## config.mk

```make
export PLATFORM = sky130hd
export DESIGN_NAME = zclock_phase_ctrl
export DESIGN_NICKNAME = d
export VERILOG_FILES = /design/src/rtl/zclock_phase_ctrl_pkg.sv /design/src/rtl/zclock_phase_ctrl.sv
export SDC_FILE = /design/constraint.sdc
export NUM_CORES = 1
export LEC_CHECK = 0
export BUFFER_PORTS_ARGS = -buffer_cell sky130_fd_sc_hd__buf_2
export CAP_MARGIN = 10
export CORE_MARGIN = 3
export CORE_UTILIZATION = 56
export DETAILED_ROUTE_END_ITERATION = 16
export HOLD_SLACK_MARGIN = 0.1
export PLACE_DENSITY = 0.85
export RECOVER_POWER = 50
export SLEW_MARGIN = 10
export SYNTH_ARGS = -nofsm -noshare
export SYNTH_HDL_FRONTEND = slang
export SYNTH_SLANG_ARGS = --single-unit
export TNS_END_PERCENT = 30
```

## constraint.sdc

```tcl
create_clock -name clk -period 3.4 [get_ports clk]
set_clock_uncertainty 0.05 [all_clocks]
set_input_delay 0 -clock clk [delete_from_list [all_inputs] [get_ports clk]]
set_output_delay 0 -clock clk [all_outputs]
set_load 0.01 [all_outputs]
```

## src/rtl/zclock_phase_ctrl_pkg.sv

```systemverilog
// rtl/zclock_phase_ctrl_pkg.sv - shared Z80 speed codes and commit FSM state type
package zclock_phase_ctrl_pkg;

    localparam logic [1:0] TURBO_35  = 2'b00;
    localparam logic [1:0] TURBO_70  = 2'b01;
    localparam logic [1:0] TURBO_140 = 2'b10;

    typedef enum logic {
        ST_IDLE = 1'b0,
        ST_WAIT = 1'b1
    } ctrl_state_t;

    // Both 2'b10 and 2'b11 select 14 MHz.
    function automatic logic is_turbo_140(input logic [1:0] code);
        return code[1];
    endfunction

endpackage

```

## src/rtl/zclock_phase_ctrl.sv

```systemverilog
// rtl/zclock_phase_ctrl.sv - 7 MHz phase strobes and refresh-aligned CPU speed commit
module zclock_phase_ctrl
    import zclock_phase_ctrl_pkg::*;
#(
    parameter logic [1:0] TURBO_RST = TURBO_35,
    parameter int         TMO_W     = 8
) (
    input  logic       clk,
    input  logic       rst_n,
    output logic       c0,
    output logic       c1,
    output logic       c2,
    output logic       c3,
    input  logic       zpos,
    input  logic       rfsh_n,
    input  logic       cpu_rst_n,
    input  logic [1:0] turbo_req,
    output logic [1:0] turbo,
    output logic       turbo_pend,
    output logic       turbo_upd
);

    localparam logic [TMO_W-1:0] TMO_MAX  = '1;
    localparam logic [TMO_W-1:0] TMO_LAST = TMO_MAX - TMO_W'(1);

    logic [1:0]       cnt;
    ctrl_state_t      state;
    logic [TMO_W-1:0] tmo_cnt;

    logic       req_diff;
    logic       rfsh_zpos;
    logic       tmo_hit;
    logic       commit;
    logic [1:0] turbo_nxt;

    always_comb begin
        req_diff  = (turbo_req != turbo);
        rfsh_zpos = zpos && !rfsh_n;
        // This zpos is the (2**TMO_W-1)-th one seen while waiting.
        tmo_hit   = zpos && (tmo_cnt >= TMO_LAST);
        commit    = (state == ST_WAIT) && req_diff &&
                    (!cpu_rst_n || rfsh_zpos || tmo_hit);
        turbo_nxt = commit ? turbo_req : turbo;
    end

    always_ff @(posedge clk or negedge rst_n) begin
        if (!rst_n) begin
            cnt <= 2'd0;
            c0  <= 1'b0;
            c1  <= 1'b0;
            c2  <= 1'b0;
            c3  <= 1'b0;
        end else begin
            cnt <= cnt + 2'd1;
            c0  <= (cnt == 2'd0);
            c1  <= (cnt == 2'd1);
            c2  <= (cnt == 2'd2);
            c3  <= (cnt == 2'd3);
        end
    end

    always_ff @(posedge clk or negedge rst_n) begin
        if (!rst_n) begin
            state      <= ST_IDLE;
            turbo      <= TURBO_RST;
            turbo_pend <= 1'b0;
            turbo_upd  <= 1'b0;
            tmo_cnt    <= '0;
        end else begin
            turbo      <= turbo_nxt;
            turbo_upd  <= commit;
            // Compared against the post-commit value so pend drops with the commit.
            turbo_pend <= (turbo_req != turbo_nxt);
            case (state)
                ST_IDLE: begin
                    tmo_cnt <= '0;
                    if (req_diff)
                        state <= ST_WAIT;
                end
                ST_WAIT: begin
                    if (commit || !req_diff)
                        state <= ST_IDLE;
                    if (rfsh_zpos)
                        tmo_cnt <= '0;
                    else if (zpos && (tmo_cnt != TMO_MAX))
                        tmo_cnt <= tmo_cnt + TMO_W'(1);
                end
                default: begin
                    state   <= ST_IDLE;
                    tmo_cnt <= '0;
                end
            endcase
        end
    end

endmodule
```

**After elaboration in Yosys (flattened, before gate mapping)**

Cells that the tools add are included.

- Logic and storage cells: 40
- Input port bits: 7
- Output and inout bits: 8
- Register bits after elaboration: 19

- Order comparisons: 1
- Bitwise gates (word level): 1
- $add $sub $neg: 2
- Mux-type cells: 7
- Reductions and logical operators: 12
- Equal/unequal tests: 7

Operators by type and width:

| kind | number |
|---|---|
| $mux W8 | 2 |
| $pmux W8 S2 | 1 |
| $add A8 B1 Y8 const B | 1 |
| $ge A8 B8 Y1 const B | 1 |
| $ne A8 B8 Y1 const B | 1 |
| $logic_and A1 B1 Y1 | 5 |
| $eq A2 B2 Y1 const B | 2 |
| $ne A2 B2 Y1 | 2 |
| $logic_not A1 Y1 | 3 |
| $logic_or A1 B1 Y1 | 3 |
| $ne A3 B1 Y1 const B | 1 |
| $add A2 B1 Y2 const B | 1 |
| $eq A2 B1 Y1 const B | 1 |
| $logic_not A2 Y1 | 1 |
| $mux W1 | 2 |
| $mux W2 | 1 |
| $pmux W1 S2 | 1 |
| $not A1 Y1 | 1 |

**Depth between registers and ports, before layout**

Gate-level depths: netlist (run 1).

- Depth after elaboration: 8
- Gate-level depth with buffers: 6
- Depth with buffers taken out: 6

**Worst setup path after synthesis (run 1)**

No wires, ideal clock.

- Path type: register -> register
- Start: register tmo_cnt[0]
- End: register turbo[0]
- Setup time: 0.125 ns
- Arrival: 1.318 ns
- Stages on the path, launching flop included: 7
- Slack: 1.906 ns
- Path buffers: 0
- Period minus slack after synthesis: 1.494 ns
- Path through: dfrtp_1 > inv_1 > ha_1 > o2111ai_1 > o211ai_2 > nand2_2 > mux2_4

- Word-level cells in the longest chain between the ends: 5

RTL lines:

| element | line | text |
|---|---|---|
| start: declaration | zclock_phase_ctrl.sv:28 | `logic [TMO_W-1:0] tmo_cnt;` |
| start signal: assignment | zclock_phase_ctrl.sv:86 | `tmo_cnt <= tmo_cnt + TMO_W'(1);` |
| $ge A8 B8 Y1 | zclock_phase_ctrl.sv:40 | `tmo_hit = zpos && (tmo_cnt >= TMO_LAST);` |
| $logic_and A1 B1 Y1 | zclock_phase_ctrl.sv:40 |  |
| $logic_or A1 B1 Y1 | zclock_phase_ctrl.sv:42 | `(!cpu_rst_n \|\| rfsh_zpos \|\| tmo_hit);` |
| $logic_and A1 B1 Y1 | zclock_phase_ctrl.sv:41 | `commit = (state == ST_WAIT) && req_diff &&` |
| $mux W2 | zclock_phase_ctrl.sv:43 | `turbo_nxt = commit ? turbo_req : turbo;` |
| named net turbo_nxt[0] | zclock_phase_ctrl.sv:34 | `logic [1:0] turbo_nxt;` |
| end signal: assignment | zclock_phase_ctrl.sv:70 | `turbo <= turbo_nxt;` |
| end: declaration | zclock_phase_ctrl.sv:18 | `output logic [1:0] turbo,` |

The timed path passes the listed nets, and every way through them passes these cells.
A chain may end at the register's enable or synchronous reset.

**Worst setup path after layout (run 1)**

Same ends and word-level chain as after synthesis.

==> flow_summary.json, run 1 <==
{
  "path_clk_slew_ns": 0.12,
  "r2r_cells": 6,
  "boundaryPins": 15,
  "die_w_um": 45.2,
  "die-area_um2": 2040,
  "core.rowCount": 13,
  "yosysTopAreaCellShare_pct": 55.4,
  "synth_nets": 87,
  "slew_headroom_pct": 34.6,
  "grt_pass1_vias": 653,
  "grt_max_degree": 20,
  "final_net_count": 112,
  "grt_overflow": 0,
  "cts.sinks": 19,
  "finalSetupViolCount": 0,
  "hold_end": "turbo_pend",
  "layout_common_cells": "dfrtp_1, buf_2, nor2_1, ha_1, dlygate4sd3_1",
  "power_mw": 0.561,
  "h-tree-depth": 1,
  "critical_path_required_ns": 3.55,
  "worst-path-max-fanout": 4,
  "cts-root-buf": "clkbuf_4",
  "reg2reg_from": "tmo_cnt[0]",
  "fin_crit_sh_pct": 48.8,
  "area_growth_syn_to_layout_pct": 20.7,
  "gr-usage-met1_pct": 21.9,
  "place_hpwl_um": 1180,
  "routed_via_density": 5.96,
  "fin_hold_ws_ns": 0.137,
  "cts_tree": "yes",
  "tns_ns": 0,
  "synth-simple-area-share_pct": 16.3,
  "rsz0062_at_grt": "false",
  "synthXorXnorAreaFrac_pct": 4.08,
  "synth_top_family_by_area": "simple AND/OR/NAND/NOR gates",
  "hold_class": "input pin to register",
  "worst_slew_pin_slew_ns": 0.981,
  "grt_first_pass_wirelength_um": 2760,
  "status": "finished clean",
  "max_freq_ghz": 0.603,
  "fin_util_pct": 75.8,
  "seq_area_frac_synth_pct": 55.4,
  "io_buffer_count": 14,
  "fp.dieH_um": 45.2,
  "min_period_ns": 1.66,
  "vias": 674,
  "post_drt_wl_per_cell_um": 14.3,
  "synth.avg_cell_area_um2": 11.6,
  "crit_path_start_kind": "register",
  "cts_resized": 0,
  "routed_wl_um": 1620,
  "clockBufferDepth": 2,
  "diodes": 0,
  "critical_path_class": "register to register",
  "end_kind": "register",
  "synthMuxAreaShare_pct": 3.50,
  "synthAdderAreaFrac_pct": 8.75,
  "use_met2_pct": 31.4,
  "dp_slack_ns": 1.75,
  "cts_made_buffers": 3,
  "clk-insertion-delay-late_ns": 0.30,
  "power.leakage_nw": 0.499,
  "setup_slack_ns": 1.74,
  "firstDrtPassIters": 4,
  "busiest_layer": "met2",
  "synth-seq-cells": 19,
  "drive_above_1_share_pct": 22.4,
  "final_common_cell": "dfrtp_1",
  "grt_use_met3_pct": 2.79,
  "initialDrtViolationCount": 16,
  "yosysWarnings": 0,
  "ant_nets": 0,
  "start_util_pct": 62.8,
  "syn_inst": 74,
  "final_max_slew_viol_count": 0,
  "remaining_drc_errors": 0,
  "max_cap_violations": 0,
  "ir_worst_vdd_uv": 449,
  "crit_arrival_ns": 1.81,
  "hold_path_depth": 4,
  "synth_area_leaders": "dfrtp_1, ha_1, mux2_4",
  "grt.total_usage_pct": 19.1,
  "fp.coreArea_um2": 1370,
  "cts_post_setup_buffers_inserted": 0,
  "power_density_nw_per_um2": 542,
  "routabilityCongestion": 0.860,
  "syn-cell-area_um2": 858,
  "yosysTopAreaCell": "dfrtp_1",
  "hold_violations": 0,
  "reg2reg_to": "turbo[0]",
  "synth_cell_types": 24,
  "antenna_found_initial": 0,
  "min-delay-start": "rfsh_n",
  "r2r_setup_slack_ns": 1.74,
  "synth-compound-area-share_pct": 10.6
}
-- state kept, by name, summed over array words and instances, names as in the netlist --
register,flops
state,1
cnt,2
turbo,2
c3,1
c2,1
turbo_pend,1
c0,1
turbo_upd,1
tmo_cnt,8
c1,1
-- worst max path at each step --
stage                          start        to  slack (ns)  depth (start not counted)
after floorplan           tmo_cnt[0]  turbo[0]        1.91                          6
after global placement    tmo_cnt[0]  turbo[1]        1.87                          6
after detailed placement  tmo_cnt[0]  turbo[0]        1.75                          6
after CTS                 tmo_cnt[0]  turbo[0]        1.74                          6
after global routing      tmo_cnt[0]  turbo[0]        1.65                          6
final                     tmo_cnt[0]  turbo[0]        1.74                          6
-- metrics by stage --
| step | instances | instance area [um2] |
|---|---|---|
| floorplan | 74 | 858 |
| global placement | 103 | 947 |
| detailed placement | 103 | 947 |
| CTS | 113 | 1040 |
| global route | 113 | 1040 |
| finish | 113 | 1040 |
-- critical path, cell delays in order, from the launching register on --
cell       delay (ns)
dfrtp_1          0.41
inv_1            0.09
ha_1             0.20
o2111ai_1        0.22
o211ai_2         0.14
nand2_2          0.14
mux2_4           0.31
-- per-layer routing --
| layer | wire length, um | part of all wire, % | vias up |
|---|---|---|---|
| li1 | - | - | 313 |
| met4 | 63 | 3.9 | 0 |
| met2 | 823 | 51 | 26 |
| met5 | 0 | 0 | - |
| met1 | 654 | 40 | 327 |
| met3 | 77 | 4.8 | 8 |
-- cell families after synthesis --
kind of cell,after synthesis
xor gates and xnor gates,4
and+or+nand+nor,27
adders and majority gates,6
muxes,2
buffers and inverters,3
DFF,19
AOI/OAI and AO/OA,13
-- cell usage after synthesis --
cell type	count
nand4_1	1
o31ai_1	1
a31oi_1	3
nand4_2	1
xnor2_1	1
o2111ai_1	2
nand2b_1	1
o211ai_2	1
nand3_1	4
nand2_1	4
o21bai_1	1
a21oi_1	3
dfrtp_1	19
and4_1	1
inv_1	3
nor4bb_1	1
nor2_1	8
xor2_1	3
o21a_1	1
o21ai_1	1
mux2_4	2
ha_1	6
nor3_1	5
nand2_2	1
-- final cells by class --
| type | instances | area, um2 |
|---|---|---|
| clock buffer | 3 | 22.5 |
| clock inverter | 1 | 7.51 |
| fill | 94 | 330 |
| inverter | 3 | 11.3 |
| multi-input combinational | 52 | 372 |
| sequential | 19 | 475 |
| tap | 15 | 18.8 |
| timing repair buffer | 20 | 129 |
-- what timing repair did --
item | in CTS | in global routing
setup endpoints to repair | 0 | 0
hold endpoints to repair | 26 | 0
hold buffers | 6 | 0
-- where the power goes --
part	total [mW]	internal (mW)	switching, mW
clock network	0.115	0.0448	0.0704
registers	0.296	0.262	0.0341
logic	0.150	0.0693	0.0804
(Power assumes the default switching activity.)
==> run 2: changes to the inputs <==
--- a/config.mk
+++ b/config.mk
@@ -8,10 +8,10 @@
 export BUFFER_PORTS_ARGS = -buffer_cell sky130_fd_sc_hd__buf_2
 export CAP_MARGIN = 10
 export CORE_MARGIN = 3
-export CORE_UTILIZATION = 56
+export CORE_UTILIZATION = 47
 export DETAILED_ROUTE_END_ITERATION = 16
 export HOLD_SLACK_MARGIN = 0.1
-export PLACE_DENSITY = 0.85
+export PLACE_DENSITY = 0.76
 export RECOVER_POWER = 50
 export SLEW_MARGIN = 10
 export SYNTH_ARGS = -nofsm -noshare
==> constraint.sdc (replaced) <==
create_clock -name clk -period 1.5 [get_ports clk]
set_clock_uncertainty 0.05 [all_clocks]
set_input_delay 0 -clock clk [delete_from_list [all_inputs] [get_ports clk]]
set_output_delay 0 -clock clk [all_outputs]
set_load 0.01 [all_outputs]
==> run 2 against run 1 <==
  * Routed wire length up 0.80%
  * Register-to-register slack worse by 1.7 ns
  * Count of clock-buffer cells in the layout unchanged
  * Flip-flop and latch count unchanged
  * Die area up 17%
  * First-iteration DRC count down 19%
  * Critical path type unchanged
==> flow_summary.json, run 2 (synthesized netlist as in run 1, its figures left out) <==
{
  "cts-root-buf": "clkbuf_4",
  "crit_path_start_kind": "register",
  "cts_made_buffers": 3,
  "start_util_pct": 53.3,
  "power.share.clock_pct": 20.4,
  "comb_power_share_pct": 29.7,
  "min_period_ns": 1.48,
  "post_drt_wl_per_cell_um": 12.3,
  "power_density_nw_per_um2": 1140,
  "path_clk_slew_ns": 0.11,
  "cts.sinks": 19,
  "power.leakage_nw": 0.527,
  "post-route-cell-area_um2": 1170,
  "reg2reg_from": "tmo_cnt[1]",
  "boundaryPins": 15,
  "rsz0062_at_grt": "true",
  "path_cells": "ha_4 > o2111ai_2 > o211ai_2 > nand2_2 > mux2_4",
  "p_sw_mw": 0.439,
  "fin_crit_sh_pct": 98.7,
  "hold_path_depth": 3,
  "firstDrtPassIters": 4,
  "routabilityCongestion": 0.769,
  "finalSetupViolCount": 0,
  "grt_overflow": 0,
  "fp.dieH_um": 48.7,
  "die-area_um2": 2380,
  "fin_util_pct": 72.7,
  "crit_arrival_ns": 1.64,
  "routed_wl_um": 1630,
  "drive_above_1_share_pct": 27.5,
  "max_stage_delay_ns": 0.45,
  "cts_tree": "yes",
  "p_seq_share_pct": 49.9,
  "largest_registers": "tmo_cnt: 8 flops, cnt: 2 flops, turbo: 2 flops",
  "io_buffer_count": 14,
  "area_growth_syn_to_layout_pct": 36.4,
  "r2r_setup_slack_ns": 0.02,
  "diodes": 0,
  "busiest_layer": "met2",
  "critical_path_class": "register to register",
  "reg2reg_to": "turbo[1]",
  "cp_num_buf_inv": 0,
  "status": "finished clean",
  "vias": 683,
  "clk-insertion-delay-late_ns": 0.31,
  "use_met2_pct": 25.1,
  "hold_violations": 0,
  "worst-path-max-fanout": 3,
  "ir_worst_vdd_uv": 1050,
  "critical_path_required_ns": 1.66,
  "place_hpwl_um": 1110,
  "grt_max_degree": 13,
  "hold_class": "input pin to register",
  "grt_use_met3_pct": 2.76,
  "antenna_found_initial": 0,
  "clockBufferDepth": 2,
  "initialDrtViolationCount": 13,
  "p_int_mw": 0.897,
  "fillerInstances": 131,
  "grt_pass1_vias": 656,
  "max_cap_violations": 0,
  "min-delay-start": "turbo_req[1]",
  "end_kind": "register",
  "fp.coreArea_um2": 1610,
  "routed_via_density": 5.14,
  "place_area_um2": 1010,
  "remaining_drc_errors": 0,
  "final_common_cell": "dfrtp_1",
  "gr-usage-met1_pct": 17.6,
  "core.rowCount": 14,
  "max_freq_ghz": 0.675,
  "largest_reg_flops": 8,
  "swShare_pct": 32.9,
  "grt_first_pass_wirelength_um": 2690,
  "slew_headroom_pct": 65.8,
  "hold_end": "turbo[1]",
  "worst_slew_pin_slew_ns": 0.511,
  "power_mw": 1.34,
  "grt.total_usage_pct": 15.1,
  "largest_register": "tmo_cnt",
  "crit_family": "flip-flops",
  "h-tree-depth": 1,
  "ant_nets": 0,
  "r2r_cells": 5,
  "final_max_slew_viol_count": 0,
  "layout_common_cells": "dfrtp_1, clkbuf_1, dlygate4sd3_1, buf_4, nor2_1",
  "critPathSlowestCell": "dfrtp_1",
  "die_w_um": 48.7,
  "final_net_count": 123
}
## run 2: how the worst max path moves through the flow
stage | from | to | slack, ns | cells past startpoint
6_report | tmo_cnt[1] | turbo[1] | 0.02 | 5
3_5_place_dp | tmo_cnt[0] | turbo[1] | -0.006 | 6
5_1_grt | tmo_cnt[1] | turbo[0] | -0.03 | 5
3_3_place_gp | tmo_cnt[0] | turbo[1] | 0.03 | 6
2_1_floorplan | tmo_cnt[0] | turbo[0] | 0.006 | 6
4_1_cts | tmo_cnt[0] | turbo[1] | -0.01 | 6
## run 2: final cells by class
cell class	count	area [um2]	area share, %
clock buffer	3	22.5	1.92
clock inverter	1	7.51	0.641
inverter	3	11.3	0.962
multi-input combinational	52	414	35.4
sequential	19	475	40.6
tap	24	30.0	2.56
timing repair buffer	31	210	17.9
## run 2: stage by stage
| step | setup TNS, ns | hold WS [ns] | cells | setup slack, ns |
|---|---|---|---|---|
| 6_report | 0 | 0.438 | 133 | 0.0194 |
| 5_1_grt | -0.0853 | 0.420 | 133 | -0.0285 |
| 4_1_cts | -0.0237 | 0.420 | 131 | -0.0126 |
| 3_5_place_dp | -0.0101 | -0.0922 | 119 | -0.00634 |
| 3_3_place_gp | 0 | -0.0926 | 119 | 0.0290 |
| 2_1_floorplan | 0 | -0.346 | 74 | 0.00645 |
## run 2: power by group through the flow
| stage | Combinational (mW) | Sequential (mW) | Clock (mW) |
|---|---|---|---|
| 2_1_floorplan | 0.179 | 0.693 | 0 |
| 3_3_place_gp | 0.341 | 0.664 | 0 |
| 3_5_place_dp | 0.353 | 0.664 | 0 |
| 4_1_cts | 0.366 | 0.657 | 0.284 |
| 5_1_grt | 0.442 | 0.677 | 0.303 |
| 6_report | 0.397 | 0.667 | 0.273 |
## run 2: what timing repair did
action | 4_1_cts | 5_1_grt
endpoints found under the setup margin | 3 | 6
hold endpoints to repair | 26 | 0
hold buffers | 8 | 0
cloned | 0 | 0
setup buffers | 0 | 2
resized for setup | 1 | 9
pin swaps | 0 | 4
## run 2: worst register-to-register path: stages (launching register included)
cell       delay (ns)
dfrtp_1          0.45
ha_4             0.18
o2111ai_2        0.16
o211ai_2         0.12
nand2_2          0.11
mux2_4           0.30
## run 2: per-layer routing
metal,vias up,part of all wire [%]
met1,323,46
li1,338,-
met4,0,3.1
met3,5,2.3
met2,17,49
met5,-,0
==> run 3: changes to the inputs <==
==> constraint.sdc (replaced) <==
create_clock -name clk -period 1.2 [get_ports clk]
set_clock_uncertainty 0.05 [all_clocks]
set_input_delay 0 -clock clk [delete_from_list [all_inputs] [get_ports clk]]
set_output_delay 0 -clock clk [all_outputs]
set_load 0.01 [all_outputs]
==> run 3 against run 2 <==
  * First-iteration DRC count is 31% higher
  * Largest power group unchanged
  * Critical path depth rose by 1
  * The flow now finishes with violations (setup timing)
  * Register-to-register slack worse by 0.34 ns
  * Critical path type unchanged
  * Combinational power up 51%
  * Via count up 14%
  * Global-route usage increased by 3.5 points
  * Sequential power increased by 26%
  * Highest routed layer unchanged
==> flow_summary.json, run 3 (synthesized netlist as in run 1, its figures left out) <==
{
  "critical_path_required_ns": 1.32,
  "multi_input_area_um2": 478,
  "cts_made_buffers": 3,
  "vias": 782,
  "cp_num_cells": 6,
  "end_kind": "register",
  "ant_nets": 0,
  "place_hpwl_um": 1260,
  "ir_worst_vdd_uv": 1250,
  "routabilityCongestion": 0.813,
  "critical_path_class": "register to register",
  "final_net_count": 133,
  "final_max_slew_viol_count": 0,
  "drive_above_1_share_pct": 52.1,
  "max_freq_ghz": 0.658,
  "final_cells": 143,
  "min_period_ns": 1.52,
  "largest_register": "tmo_cnt",
  "path_cells": "buf_4 > buf_4 > and4_1 > o2111ai_1 > xor2_1 > nor2_1",
  "remaining_drc_errors": 0,
  "crit_family": "flip-flops",
  "clk-insertion-delay-late_ns": 0.29,
  "slew_headroom_pct": 69.6,
  "rsz0062_at_grt": "true",
  "start_util_pct": 53.3,
  "r2r_setup_slack_ns": -0.32,
  "fillerInstances": 98,
  "grt.total_usage_pct": 18.6,
  "diodes": 0,
  "busiest_layer": "met2",
  "setup_slack_ns": -0.319,
  "cts_tree": "yes",
  "h-tree-depth": 1,
  "r2r_cells": 6,
  "crit_path_start_kind": "register",
  "critPathSlowestCell": "dfrtp_2",
  "worst-path-max-fanout": 4,
  "fin_hold_ws_ns": 0.126,
  "initialDrtViolationCount": 17,
  "post_drt_wl_per_cell_um": 15.4,
  "largest_registers": "tmo_cnt: 8 flops, cnt: 2 flops, turbo: 2 flops",
  "final_common_cell": "buf_4",
  "max_stage_delay_ns": 0.47,
  "reg2reg_to": "tmo_cnt[5]",
  "crit_top_cell": "buf_4",
  "boundaryPins": 15,
  "antenna_found_initial": 0,
  "finalSetupViolCount": 13,
  "violations": "setup timing",
  "crit_arrival_ns": 1.64,
  "fin_crit_sh_pct": 127,
  "reg2reg_from": "tmo_cnt[1]",
  "grt_pass1_vias": 830,
  "core.rowCount": 14,
  "gr-usage-met1_pct": 21.5,
  "grt_use_met3_pct": 3.68,
  "path_clk_slew_ns": 0.11,
  "power_density_nw_per_um2": 1340,
  "worst_slew_pin_slew_ns": 0.456,
  "io_buffer_count": 14,
  "use_met2_pct": 31.4,
  "cts.sinks": 19,
  "grt_max_degree": 20,
  "die_w_um": 48.7,
  "cts-root-buf": "clkbuf_4",
  "largest_reg_flops": 8,
  "clockBufferDepth": 2,
  "hold_class": "input pin to asynchronous set/reset pin",
  "fp.dieH_um": 48.7,
  "grt_overflow": 0,
  "register_area_um2": 477,
  "area_growth_syn_to_layout_pct": 53.1,
  "cp_num_buf_inv": 2,
  "routed_via_density": 5.47,
  "layout_common_cells": "buf_4, dfrtp_1, buf_2, dlygate4sd3_1",
  "hold_violations": 0,
  "power.leakage_nw": 0.615,
  "grt_first_pass_wirelength_um": 3470,
  "max_cap_violations": 0,
  "firstDrtPassIters": 4,
  "cp-endpoint": "tmo_cnt[5]",
  "routed_wl_um": 2210,
  "status": "finished with violations",
  "fp.coreArea_um2": 1610,
  "dpl.cell_count": 129,
  "die-area_um2": 2380,
  "crit_start": "tmo_cnt[1]"
}
[run 3: changes by cell type in the layout (fill, tap and decap cells not counted), moves of 2 or more]
cell	delta
a21oi_2	+2
nor3_2	+3
nor2_2	+2
nor2_1	-3
a21oi_1	-2
clkbuf_1	-9
nor3_1	-3
buf_2	+8
buf_4	+12
[run 3: worst min-delay path by stage]
| stage | startpoint | end | depth (start not counted) |
|---|---|---|---|
| finish | rst_n | c3 | 2 |
| global route | rst_n | tmo_cnt[6] | 2 |
| CTS | rst_n | c3 | 2 |
| detailed placement | rst_n | c3 | 1 |
| global placement | rst_n | c3 | 1 |
| floorplan | rst_n | c0 | 0 |
[run 3: what timing repair did]
action                     in CTS  in global routing
resized for setup               9                 11
hold buffers                    7                  0
gates cloned                    0                  0
setup endpoints to repair      13                 13
pin swaps                       3                  4
hold endpoints to repair       27                  0
setup buffers                   2                  1
[run 3: power breakdown]
part	switching [mW]	internal, mW
logic	0.285	0.313
registers	0.0948	0.744
clock network	0.199	0.124
total	0.579	1.18
[run 3: worst reg2reg max path: stages, from the launching register on]
cell	delay [ns]
dfrtp_2	0.47
buf_4	0.15
buf_4	0.13
and4_1	0.20
o2111ai_1	0.13
xor2_1	0.20
nor2_1	0.08
[run 3: layout make-up]
class / instances / share of cell area (%)
timing repair buffer: 41 / 22.1
clock inverter: 1 / 0.381
multi-input combinational: 52 / 36.4
inverter: 3 / 0.857
sequential: 19 / 36.3
clock buffer: 3 / 1.71
tap: 24 / 2.29
[run 3: per-stage QoR]
stage                     setup TNS (ns)  util, %  cell area [um2]  power [mW]  worst slack, ns
after global placement             -1.82     68.6             1100        1.31           -0.238
final                              -2.57     81.5             1310        1.76           -0.319
after detailed placement           -2.11     68.6             1100        1.32           -0.282
after floorplan                    -1.16        -              877        1.11           -0.262
after global routing               -3.45     81.5             1310        1.88           -0.370
after CTS                          -2.10     77.6             1250        1.70           -0.266
[run 3: per-layer routing]
layer	vias up	routed length, um
met3	14	105
met2	30	1120
li1	356	-
met5	-	0
met4	0	104
met1	382	875
